===== src/rtl/pwm_peripheral_if.sv =====
// PWM peripheral bus: config bytes from the SPI register file
// in, registered pin drive and period strobe out.
interface pwm_peripheral_if;
  logic [7:0]  en_reg_out_7_0;
  logic [7:0]  en_reg_out_15_8;
  logic [7:0]  en_reg_pwm_7_0;
  logic [7:0]  en_reg_pwm_15_8;
  logic [7:0]  pwm_duty_cycle;
  logic [15:0] pwm_out;
  logic        period_start;

  modport master (
    output en_reg_out_7_0,
    output en_reg_out_15_8,
    output en_reg_pwm_7_0,
    output en_reg_pwm_15_8,
    output pwm_duty_cycle,
    input  pwm_out,
    input  period_start
  );

  modport slave (
    input  en_reg_out_7_0,
    input  en_reg_out_15_8,
    input  en_reg_pwm_7_0,
    input  en_reg_pwm_15_8,
    input  pwm_duty_cycle,
    output pwm_out,
    output period_start
  );
endinterface


===== src/rtl/pwm_peripheral.sv =====
// 16-pin PWM: shared prescaler, 8-bit counter and duty.
// Ports: clk, rst_n (sync, active-low), bus (slave modport).
// PWM_DUTY_SHADOW_EN: latch duty only at period wrap.
module pwm_peripheral #(
  parameter int unsigned PRESCALE = 12
) (
  input  logic clk,
  input  logic rst_n,
  pwm_peripheral_if.slave bus
);

  localparam logic [15:0] PS = 16'(PRESCALE);

  logic [15:0] presc_q, presc_d;
  logic [7:0]  cnt_q, cnt_d;
  logic [15:0] out_q, out_d;
  logic        ps_q, ps_d;
  logic        tick, wrap, level;
  logic [7:0]  duty_eff;
  logic [15:0] en_out, en_pwm;

  assign en_out = {bus.en_reg_out_15_8,
                   bus.en_reg_out_7_0};
  assign en_pwm = {bus.en_reg_pwm_15_8,
                   bus.en_reg_pwm_7_0};

  assign tick = (presc_q == PS);
  assign wrap = tick && (cnt_q == 8'hFF);

`ifdef PWM_DUTY_SHADOW_EN
  logic [7:0] duty_q;
  always_ff @(posedge clk) begin
    if (!rst_n) begin
      duty_q <= 8'h00;
    end else if (wrap) begin
      duty_q <= bus.pwm_duty_cycle;
    end
  end
  assign duty_eff = duty_q;
`else
  assign duty_eff = bus.pwm_duty_cycle;
`endif

  // 0xFF is special-cased so full duty has no low count at 255.
  assign level = (duty_eff == 8'hFF) ||
                 (cnt_q < duty_eff);

  always_comb begin
    presc_d = tick ? 16'h0000 : presc_q + 16'h0001;
    cnt_d   = tick ? cnt_q + 8'h01 : cnt_q;
    ps_d    = wrap;
    out_d   = en_out & (~en_pwm | {16{level}});
  end

  always_ff @(posedge clk) begin
    if (!rst_n) begin
      presc_q <= 16'h0000;
      cnt_q   <= 8'h00;
      out_q   <= 16'h0000;
      ps_q    <= 1'b0;
    end else begin
      presc_q <= presc_d;
      cnt_q   <= cnt_d;
      out_q   <= out_d;
      ps_q    <= ps_d;
    end
  end

  assign bus.pwm_out      = out_q;
  assign bus.period_start = ps_q;

endmodule


===== src/flat_wrapper.sv =====
// flat-port wrapper written by rule: the top's interface ports become plain ports
module pwm_peripheral_flat 
#(
  parameter int unsigned PRESCALE = 12
)
  (clk, rst_n, bus_en_reg_out_7_0, bus_en_reg_out_15_8, bus_en_reg_pwm_7_0, bus_en_reg_pwm_15_8, bus_pwm_duty_cycle, bus_pwm_out, bus_period_start);
  pwm_peripheral_if bus_i ();
  input  logic clk;
  input  logic rst_n;
  input wire logic [$bits(bus_i.en_reg_out_7_0)-1:0] bus_en_reg_out_7_0;
  input wire logic [$bits(bus_i.en_reg_out_15_8)-1:0] bus_en_reg_out_15_8;
  input wire logic [$bits(bus_i.en_reg_pwm_7_0)-1:0] bus_en_reg_pwm_7_0;
  input wire logic [$bits(bus_i.en_reg_pwm_15_8)-1:0] bus_en_reg_pwm_15_8;
  input wire logic [$bits(bus_i.pwm_duty_cycle)-1:0] bus_pwm_duty_cycle;
  output wire logic [$bits(bus_i.pwm_out)-1:0] bus_pwm_out;
  output wire logic [$bits(bus_i.period_start)-1:0] bus_period_start;
  assign bus_i.en_reg_out_7_0 = bus_en_reg_out_7_0;
  assign bus_i.en_reg_out_15_8 = bus_en_reg_out_15_8;
  assign bus_i.en_reg_pwm_7_0 = bus_en_reg_pwm_7_0;
  assign bus_i.en_reg_pwm_15_8 = bus_en_reg_pwm_15_8;
  assign bus_i.pwm_duty_cycle = bus_pwm_duty_cycle;
  assign bus_pwm_out = bus_i.pwm_out;
  assign bus_period_start = bus_i.period_start;
  pwm_peripheral #(.PRESCALE(PRESCALE)) u_core (.clk(clk), .rst_n(rst_n), .bus(bus_i));
endmodule

===== config.mk =====
export PLATFORM = sky130hd
export DESIGN_NAME = pwm_peripheral_flat
export DESIGN_NICKNAME = d
export VERILOG_FILES = /design/src/rtl/pwm_peripheral_if.sv /design/src/rtl/pwm_peripheral.sv /design/src/flat_wrapper.sv
export SDC_FILE = /design/constraint.sdc
export NUM_CORES = 1
export LEC_CHECK = 0
export ABC_AREA = 1
export CORE_UTILIZATION = 35
export CTS_BUF_LIST = sky130_fd_sc_hd__clkbuf_8
export CTS_CLUSTER_SIZE = 24
export DETAILED_ROUTE_END_ITERATION = 6
export PLACE_DENSITY = 0.67
export SYNTH_ARGS = -nofsm -noshare
export SYNTH_HDL_FRONTEND = slang
export SYNTH_SLANG_ARGS = --single-unit

===== constraint.sdc =====
create_clock -name clk -period 2.3 [get_ports clk]
set_input_delay 0.69 -clock clk [delete_from_list [all_inputs] [get_ports clk]]
set_output_delay 0.69 -clock clk [all_outputs]
set_load 0.1 [all_outputs]

==> results of run 1 <==
where the power goes:
| group | switching (µW) | internal (µW) | leakage (µW) | total, µW |
|---|---|---|---|---|
| Sequential | 9.39 | 729 | 0.000335 | 738 |
| Combinational | 168 | 106 | 0.00102 | 274 |
| Clock | 263 | 325 | 0.0000543 | 588 |
logic make-up (layout without fill, tap and decap cells):
| kind of cell | after synthesis | count (layout) | share of synthesized area |
|---|---|---|---|
| xor+xnor | 7 | 7 | 0.0288 |
| simple gates | 160 | 161 | 0.338 |
| fa+ha+maj | 10 | 10 | 0.0588 |
| flops | 41 | 41 | 0.386 |
| compound gates | 22 | 22 | 0.0518 |
| buf+inv | 70 | 137 | 0.137 |
final timing paths:
path / from / end / slack [ps] / depth (start not counted)
worst min register to register: u_core.presc_q[0]$_SDFF_PP0_ / u_core.presc_q[0]$_SDFF_PP0_ / 470 / 1
worst min-delay path: u_core.presc_q[0]$_SDFF_PP0_ / u_core.presc_q[0]$_SDFF_PP0_ / 470 / 1
worst max register to register: u_core.presc_q[0]$_SDFF_PP0_ / u_core.presc_q[3]$_SDFF_PP0_ / 530 / 7
worst max-delay path: bus_pwm_duty_cycle[5] / u_core.bus.pwm_out[13]$_SDFF_PN0_ / 160 / 11
layout make-up:
type                    instances  area, µm²
clock buffers                   5       68.8
clock inverters                 3       46.3
fillers                       597       2990
inverters                      64        245
multi-input cells             200       1030
flip-flops and latches         41        821
well taps                      75       93.8
repair buffers                 65        591
worst max-delay path: stages:
cell and delay, ps:
clkdlybuf4s50_1 460, inv_1 50, ha_1 300, a21oi_1 150, nor2_1 60, nor3_2 200
buf_4 160, nand2_2 110, nand3_1 90, nand2_1 60, inv_1 50
routing by layer:
| metal | wire length (µm) | global-route usage | share of wire | up-vias |
|---|---|---|---|---|
| met5 | 0 | 0 | 0 | - |
| met3 | 232 | 0.0331 | 0.050 | 4 |
| met1 | 2030 | 0.171 | 0.43 | 905 |
| met4 | 53 | 0.0536 | 0.011 | 0 |
| li1 | - | - | - | 1084 |
| met2 | 2360 | 0.284 | 0.50 | 49 |
synthesized netlist by cell type (4+ instances only):
cell type	n	share of area
a21oi_1	18	0.042
dfxtp_1	41	0.39
ha_1	10	0.059
inv_1	58	0.10
nand2_1	88	0.16
nand2_2	4	0.012
nand3_1	22	0.052
nand4_1	7	0.021
nor2_1	23	0.041
nor3_1	5	0.012
o21ai_0	4	0.0094
xor2_1	4	0.016
repair_timing:
action | in CTS | in global routing
setup buffers | 0 | 1
gates resized for setup | 0 | 2
endpoints found under the setup margin | 0 | 9
registers in the layout (all words and copies together) (netlist names):
register                 flops
u_core.cnt_q                 8
u_core.bus.pwm_out          16
u_core.presc_q              16
u_core.bus.period_start      1
through the flow:
step	std cells	cell area, µm²	util
after floorplan	310	2130	-
after global placement	443	2760	0.469
after detailed placement	443	2760	0.469
after CTS	451	2870	0.488
after global routing	453	2890	0.491
final	453	2890	0.491
cells in the final DEF (no fill, tap or decap), drive strengths merged, types with 5 or more instances in the layout:
cell type      instances
nand2                 93
inv                   61
clkdlybuf4s50         41
dfxtp                 41
buf                   24
nor2                  24
nand3                 23
a21oi                 18
ha                    10
nand4                  7
nor3                   6
clkbuf                 5
==> flow_metrics.py, run 1 <==
metrics = {
    "detailed_routing": {
        "avgViaCountPerCell": 4.51,
        "vias": 2042,
        "wirelength_mm": 4.67,
        "postRouteAntennaNets": 0,
        "drtIter0Drc": 81,
        "first_pass_iters": 4,
        "drcViolationCount": 0,
        "wire_per_inst_um": 10.3,
    },
    "placement": {
        "io_buffers": 58,
        "dp_slack_ps": -142,
        "globalplace.congestion": 0.845,
        "hpwl_mm": 3.47,
    },
    "critical_path": {
        "cp_data_arrival_time_ps": 2380,
        "path_max_fanout": 8,
        "worst_setup_path_end_kind": "flip-flop",
        "critPathLaunchType": "primary input",
        "crit_required_ps": 2550,
        "path_class": "in -> reg",
    },
    "cells_and_area": {
        "fin_nets": 429,
        "drive_above_1_share": 0.130,
        "syn2layout_area_growth_pct": 35.9,
        "antennaDiodeCount": 0,
    },
    "clocking": {
        "htreeDepth": 2,
        "clk_latency_ps": 290,
        "root_buffer": "clkbuf_8",
        "cts_buffers": 5,
        "cts_tree": "yes",
        "clk_pin_slew_ps": 90,
        "cts.path.max_buffers": 2,
        "cts_hold_repair.buffers": 0,
        "clock_sinks": 41,
    },
    "power_and_ir_drop": {
        "power-per-cell-area_nw_per_um2": 554,
        "p_leak_uw": 0.00141,
        "ir_drop_mv": 0.329,
        "total_power_uw": 1600,
    },
    "synthesis": {
        "synth_area_um2": 2130,
        "postSynthCellCount": 310,
        "synth_warnings": 0,
        "yosysUniqueCellTypes": 29,
        "avgSynthCellArea_um2": 6.86,
        "syn_nets": 362,
        "synth_edf_count": 0,
        "ys.flop_type": "dfxtp_1",
        "seq_area_frac_synth": 0.386,
        "yosys_register_bits": 41,
        "synthArstFlopShare": 0,
    },
    "timing": {
        "rsz0062_at_grt": "false",
        "hold_viol_final": 0,
        "finalMaxSlewViolations": 0,
        "clock-skew-final_ps": 7.01,
        "period_share": 0.929,
        "period_needed_ps": 2140,
        "max_freq_mhz": 468,
        "maxSlewHeadroom": 0.689,
        "tightestPinTransition_ps": 466,
        "finalSetupViolations": 0,
        "whs_ps": 474,
        "fin_ws_ps": 164,
        "tns_ps": 0,
    },
    "grt": {
        "grtUsageTotal": 0.153,
        "grt-ovfl-total": 0,
        "grt_pass1_vias": 1857,
        "grt_max_degree": 17,
        "grt_pass1_wl_mm": 7.71,
        "antenna_found_initial": 0,
    },
    "worst_hold_path": {
        "hold_path_class": "reg -> reg",
    },
    "outcome": {
        "status": "complete, no violations",
    },
    "job": {
        "drv_cap": 0,
    },
    "floorplanning": {
        "fp.coreArea_um2": 5890,
        "dieArea_um2": 6390,
        "die_w_um": 80.0,
        "die_h_um": 80.0,
        "initial_core_util": 0.361,
        "rows": 28,
        "io-pin-count": 59,
    },
}
Note: power is estimated with default switching activity, not from simulation.
==> run 2, diff against run 1 <==
--- a/config.mk
+++ b/config.mk
@@ -11,6 +11,7 @@
 export CTS_CLUSTER_SIZE = 24
 export DETAILED_ROUTE_END_ITERATION = 6
 export PLACE_DENSITY = 0.67
+export SLEW_MARGIN = 20
 export SYNTH_ARGS = -nofsm -noshare
 export SYNTH_HDL_FRONTEND = slang
 export SYNTH_SLANG_ARGS = --single-unit
==> results of run 2 <==
The final DEF is identical to that of run 1; final timing and power are the same.
